===== src/rtl/alu_adder_sched.sv =====
// Shares one 16-bit adder between the EX-stage ALU (port 0) and the address/branch
// calculator (port 1): arbitrate, drive the adder for one cycle, return result and flags.
module alu_adder_sched #(
    parameter int TAG_W      = 2,
    parameter bit FIXED_PRIO = 1'b0
) (
    input  logic                 clk,
    input  logic                 rst_n,
    input  logic [1:0]           req_valid,
    output logic [1:0]           req_ready,
    input  logic [3:0]           req_op,
    input  logic [31:0]          req_a,
    input  logic [31:0]          req_b,
    input  logic [2*TAG_W-1:0]   req_tag,
    output logic [1:0]           rsp_valid,
    input  logic [1:0]           rsp_ready,
    output logic [15:0]          rsp_data,
    output logic [2:0]           rsp_flags,
    output logic [TAG_W-1:0]     rsp_tag,
    output logic [15:0]          add_a,
    output logic [15:0]          add_b,
    output logic                 add_sub,
    output logic                 add_sat,
    output logic                 add_red,
    input  logic [15:0]          add_s,
    input  logic                 add_ovfl
);

    localparam int DATA_W = 16;

    localparam logic [1:0] OP_ADD    = 2'b00;
    localparam logic [1:0] OP_SUB    = 2'b01;
    localparam logic [1:0] OP_PADDSB = 2'b10;
    localparam logic [1:0] OP_RED    = 2'b11;

    typedef enum logic [1:0] {
        IDLE = 2'b00,
        EXEC = 2'b01,
        RESP = 2'b10
    } state_t;

    state_t              state, state_nxt;
    logic [1:0]          gnt;
    logic                hs;
    logic                hs_port;
    logic                last_gnt;

    logic [1:0]          op_p0;
    logic [DATA_W-1:0]   a_p0;
    logic [DATA_W-1:0]   b_p0;
    logic [TAG_W-1:0]    tag_p0;
    logic                port_p0;

    // {Z,V,N}; overflow is only meaningful for plain ADD/SUB.
    function automatic logic [2:0] calc_flags(input logic [DATA_W-1:0] s,
                                              input logic              ovfl,
                                              input logic [1:0]        op);
        logic v;
        v = ovfl & ((op == OP_ADD) | (op == OP_SUB));
        return {(s == '0), v, s[DATA_W-1]};
    endfunction

    // Tie goes to port 0 (fixed) or to the port not granted last (round-robin).
    always_comb begin
        gnt = 2'b00;
        if (req_valid == 2'b11)
            gnt = (FIXED_PRIO || last_gnt) ? 2'b01 : 2'b10;
        else
            gnt = req_valid;
    end

    assign hs      = (state == IDLE) && (gnt != 2'b00);
    assign hs_port = gnt[1];

    always_comb begin
        state_nxt = state;
        req_ready = 2'b00;
        case (state)
            IDLE: begin
                req_ready = gnt;
                if (gnt != 2'b00)
                    state_nxt = EXEC;
            end
            EXEC: state_nxt = RESP;
            RESP: if (rsp_ready[port_p0]) state_nxt = IDLE;
            default: state_nxt = IDLE;
        endcase
    end

    always_ff @(posedge clk or negedge rst_n) begin
        if (!rst_n) begin
            state    <= IDLE;
            last_gnt <= 1'b0;
        end else begin
            state <= state_nxt;
            if (hs)
                last_gnt <= hs_port;
        end
    end

    // Stage p0: accepted operation held for EXEC and RESP
    always_ff @(posedge clk) begin
        if (hs) begin
            op_p0   <= hs_port ? req_op[3:2]             : req_op[1:0];
            a_p0    <= hs_port ? req_a[31:16]            : req_a[15:0];
            b_p0    <= hs_port ? req_b[31:16]            : req_b[15:0];
            tag_p0  <= hs_port ? req_tag[2*TAG_W-1:TAG_W] : req_tag[TAG_W-1:0];
            port_p0 <= hs_port;
        end
    end

    // Adder inputs are held at zero except during the single EXEC cycle.
    always_comb begin
        add_a   = '0;
        add_b   = '0;
        add_sub = 1'b0;
        add_sat = 1'b0;
        add_red = 1'b0;
        if (state == EXEC) begin
            add_a = a_p0;
            add_b = b_p0;
            case (op_p0)
                OP_SUB: begin
                    add_b   = ~b_p0;
                    add_sub = 1'b1;
                end
                OP_PADDSB: add_sat = 1'b1;
                OP_RED:    add_red = 1'b1;
                default:   ;
            endcase
        end
    end

    // Stage p1: adder result captured at the end of EXEC, held through RESP
    always_ff @(posedge clk or negedge rst_n) begin
        if (!rst_n) begin
            rsp_data  <= '0;
            rsp_flags <= '0;
            rsp_tag   <= '0;
        end else if (state == EXEC) begin
            rsp_data  <= add_s;
            rsp_flags <= calc_flags(add_s, add_ovfl, op_p0);
            rsp_tag   <= tag_p0;
        end
    end

    always_comb begin
        rsp_valid = 2'b00;
        if (state == RESP)
            rsp_valid = port_p0 ? 2'b10 : 2'b01;
    end

endmodule


===== config.mk =====
export PLATFORM = sky130hd
export DESIGN_NAME = alu_adder_sched
export DESIGN_NICKNAME = d
export VERILOG_FILES = /design/src/rtl/alu_adder_sched.sv
export SDC_FILE = /design/constraint.sdc
export NUM_CORES = 1
export LEC_CHECK = 0
export CAP_MARGIN = 20
export CORE_MARGIN = 2
export CORE_UTILIZATION = 40
export CTS_BUF_LIST = sky130_fd_sc_hd__clkbuf_16
export CTS_CLUSTER_SIZE = 10
export DETAILED_ROUTE_END_ITERATION = 8
export PLACE_DENSITY = 0.82
export SYNTH_ARGS = -nofsm -noshare
export SYNTH_HDL_FRONTEND = slang
export SYNTH_SLANG_ARGS = --single-unit

===== constraint.sdc =====
create_clock -name clk -period 2.3 [get_ports clk]
set_clock_uncertainty 0.05 [all_clocks]
set_input_delay 0.46 -clock clk [delete_from_list [all_inputs] [get_ports clk]]
set_output_delay 0.46 -clock clk [all_outputs]
set_load 0.03 [all_outputs]

Yosys cells after proc, flatten, opt, wreduce, memory -nomap -nowiden
Index checks and enable logic that the tools add are counted.
Widths: inputs -> output; s select.

cells by class
  reductions and logical operators = 6
  muxes and demuxes = 23
  bitwise gates (word level) = 3
  magnitude comparators = 1
  eq/ne operators = 8

operators with widths
  cell                number
  $mux 16             5
  $mux 2              9
  $logic_not 16->1    1
  $not 16->16         1
  $eq 2x2->1 const B  4
  $mux 1              8
  $pmux 2 s3          1
  $eq 2x1->1 const B  2
  $logic_not 2->1     2
  $lt 1x2->1 const B  1
  $ne 2x1->1 const B  1
  $ne 2x2->1 const B  1
  $reduce_and 2->1    1
  $reduce_bool 2->1   1
  $and 1x1->1         1
  $logic_and 1x1->1   1
  $or 1x1->1          1

word-level totals
  output and inout port bits = 60
  flip-flop bits (word level) = 61
  word-level logic and storage cells = 51

Longest topological paths before layout
  depth in word-level cells = 5
  depth in mapped cells = 5
  depth with buffers taken out = 3

Worst setup path before layout
OpenSTA, ideal clock, no wires.

  kind = register to register
  start point = reg state[1]
  end point = reg a_p0[0], enable pin
  slack = 0.287 ns
  cell stages (with the launch flop) = 3
  data arrival time = 1.566 ns
  data required time = 1.853 ns
  setup time = 0.397 ns
  cell sequence = dfrtp_1 nor2_1 o21a_1

on the way
  word-level cells in the longest chain between the ends = 2

RTL lines
  what                    RTL line  text
  start, declared         42        state_t state, state_nxt;
  start signal, assigned  95        state <= state_nxt;
  $logic_not 2->1         72        assign hs = (state == IDLE) && (gnt != 2'b00);
  $logic_and 1x1->1       72
  via hs                  44        logic hs;
  end signal, assigned    105       a_p0 <= hs_port ? req_a[31:16] : req_a[15:0];
  end, declared           49        logic [DATA_W-1:0] a_p0;

The timed path passes the listed nets, and every way through them passes these cells.
A chain may end at the register's enable or synchronous reset.

Final worst setup path
  start point = reg state[0]
  end point = out rsp_valid[1]

on the way
  word-level cells in the longest chain between the ends = 2

RTL lines
  what           RTL line  text
  $eq 2x2->1     149       if (state == RESP)
  $mux 2         149
  end, declared  15        output logic [1:0] rsp_valid,

Every way passes these cells.

==> impl_metrics.toml <==
[routing]
top_layer = "met4"
wl_per_cell_um = 14.11
dr.pass1.iters = 4
routed_wl_um = 7194
drtIter0Drc = 50
routed_via_density = 4.620
wl_met2_um = 3788
m1WireLength_um = 2657
num_vias = 2356
met3_length_um = 577
ant_nets = 0
drc = 0

[setup_path]
cp_top_family = "buffers and inverters"
cp_slowest_stage_delay_ns = 0.68
reg2reg_from = "state[1]$_DFFE_PN0P_"
end_kind = "primary output"
required_ns = 1.79
cp-startpoint = "state[0]$_DFFE_PN0P_"
startpoint_type = "flip-flop"
slowest_stage = "clkdlybuf4s50_1"
path_max_fanout = 4
path_class = "flip-flop to primary output"
cp.buffers_inverters = 1
crit_arrival_ns = 1.69
worstPathCellList = "nand2b_1 -> nor2_1 -> clkdlybuf4s50_1"

[synth]
syn_avg_cell_area_um2 = 12.12
netlist_area_um2 = 2980
synth-edff-count = 37
synth_fp_nets = 341
yosys-top-cells-area = "edfxtp_1, dfrtp_1, mux2_4"
yosys-top-cells-count = "nand2_1, edfxtp_1, dfrtp_1"
yosysWarnings = 0
synth_top_area_share_pct = 37.28
yosysMostFrequentCell = "nand2_1"
synth-async-reset-ratio_pct = 38.33
yosys.area.top_type = "edfxtp_1"
ys_seq_area_share_pct = 56.59
ys_seq_elements = 60
synthesis.instances = 246
yosys_most_used_dff = "edfxtp_1"
yosysUniqueCellTypes = 25

[grt]
grt_usage_pct = 18.82
antenna_found_initial = 0
grt-ovfl-total = 0
grt_pass1_wl_um = 12110
grt_max_degree = 31
grt_pass1_vias = 2593

[sta]
hold_viol = 0
whs_ns = 0.3949
min_period_over_period_pct = 95.48
rsz0062_at_grt = "no"
worst_pin_slew_ns = 0.3689
setup_viol = 0
drv_slew = 0
min_period_ns = 2.196
fin_ws_ns = 0.1039
tns_ns = 0
max_freq_ghz = 0.4554
max_slew_margin_pct = 75.18

[pwr]
leakagePower_uw = 0.002103
powerDensity_nw_per_um2 = 1284
finalPower_uw = 6302
vdd_drop_max_mv = 0.5873

[clocking]
cts_buffer_depth = 2
clk_pin_slew_ns = 0.05
postCtsSetupRepairBufs = 0
cts_buffers = 9
cts_max_level = 3
insertion_delay_ns = 0.31
root_buffer = "clkbuf_16"
hold_buffers = 0
cts_tree = "yes"
cts_sinks = 60

[final_layout]
drive_gt1_share_pct = 22.87
fin_nets = 501
fill_cells = 582
diodes = 0
synthToLayoutAreaGrowth_pct = 64.69

[die]
num_io_pins = 155
die_w_um = 90.32
row_count = 31
die_h_um = 90.32
core_um2 = 7253
die_area_um2 = 8158
start_util_pct = 41.09

[placed_design]
dpl.hpwl_um = 5689
pre_cts_slack_ns = 0.09534
io_buffers = 154
gp_congestion = 0.7797

[status]
outcome = "completed"

[job]
cap_violations = 0

[hold_path]
hold_path.class = "flip-flop to flip-flop"
hold_path.startpoint = "tag_p0[1]$_DFFE_PP_"
cell type report:
type                       instances  area, um2  area share (%)
clock buffer                       9      225.2           4.588
clock inverter                     7      106.4           2.167
inverter                           2      7.507          0.1529
multi-input combinational        169       1182           24.09
sequential                        60       1687           34.36
tap                               99      123.9           2.524
timing repair buffer             164       1577           32.12
where the power goes:
part | internal [uW] | total, uW | switching, uW | leakage, uW
registers | 1640 | 1820 | 181 | 0.000638
logic | 1270 | 3010 | 1740 | 0.00130
clock network | 1040 | 1470 | 428 | 0.000166
total | 3960 | 6300 | 2340 | 0.00210
layer usage:
layer | global-route usage, % | vias up
met5 | 0 | -
li1 | - | 1146
met2 | 33.96 | 95
met3 | 6.761 | 12
met4 | 7.821 | 0
met1 | 19.80 | 1103
worst min-delay path, cell delays in order, from the launching register on:
cell and delay [ns]:
edfxtp_1 0.32, nand2_1 0.05, nand2_1 0.05
worst paths after layout:
| kind | to | slack [ns] | cells past startpoint |
|---|---|---|---|
| max | rsp_valid[1] | 0.10 | 3 |
| min in group asynchronous | rsp_data[2]$_DFFE_PN0P_ | 0.47 | 2 |
| max reg2reg | a_p0[6]$_DFFE_PP_ | 0.60 | 3 |
| min | rsp_tag[1]$_DFFE_PN0P_ | 0.39 | 2 |
| min reg2reg | rsp_tag[1]$_DFFE_PN0P_ | 0.39 | 2 |
| max in group asynchronous | rsp_flags[0]$_DFFE_PN0P_ | 1.49 | 2 |
per-stage QoR:
stage,utilization (%),cells,instance area [um2]
floorplan,-,246,2980
global placement,63.07,494,4574
detailed placement,63.07,494,4574
CTS,67.52,510,4897
global route,67.67,510,4908
finish,67.67,510,4908
cells by family after synthesis:
family | count (synthesis) | share of synthesized area (%)
xor gates and xnor gates | 16 | 4.702
and+or+nand+nor | 108 | 16.08
buffers and inverters | 17 | 4.366
DFF | 60 | 56.59
muxes | 37 | 16.50
AOI/OAI and AO/OA | 8 | 1.763
flip-flops by register name, summed over array words and instances (netlist names):
signal     flops
a_p0          16
b_p0          16
last_gnt       1
op_p0          2
port_p0        1
rsp_data      15
rsp_flags      3
rsp_tag        2
state          2
tag_p0         2
repair_timing:
action,4_1_cts,5_1_grt
setup endpoints to repair,7,11
cloned,0,0
gates resized for setup,7,3
layout by cell type, fill, tap and decap left out, types with 16 or more instances in the layout:
cell / n
dfrtp_1: 23
mux2_4: 20
edfxtp_1: 37
clkdlybuf4s50_1: 116
nor2_1: 20
xnor2_1: 16
buf_4: 36
and2_1: 18
mux2_2: 17
nand2_1: 59
Power figures use the tool's default switching activity.
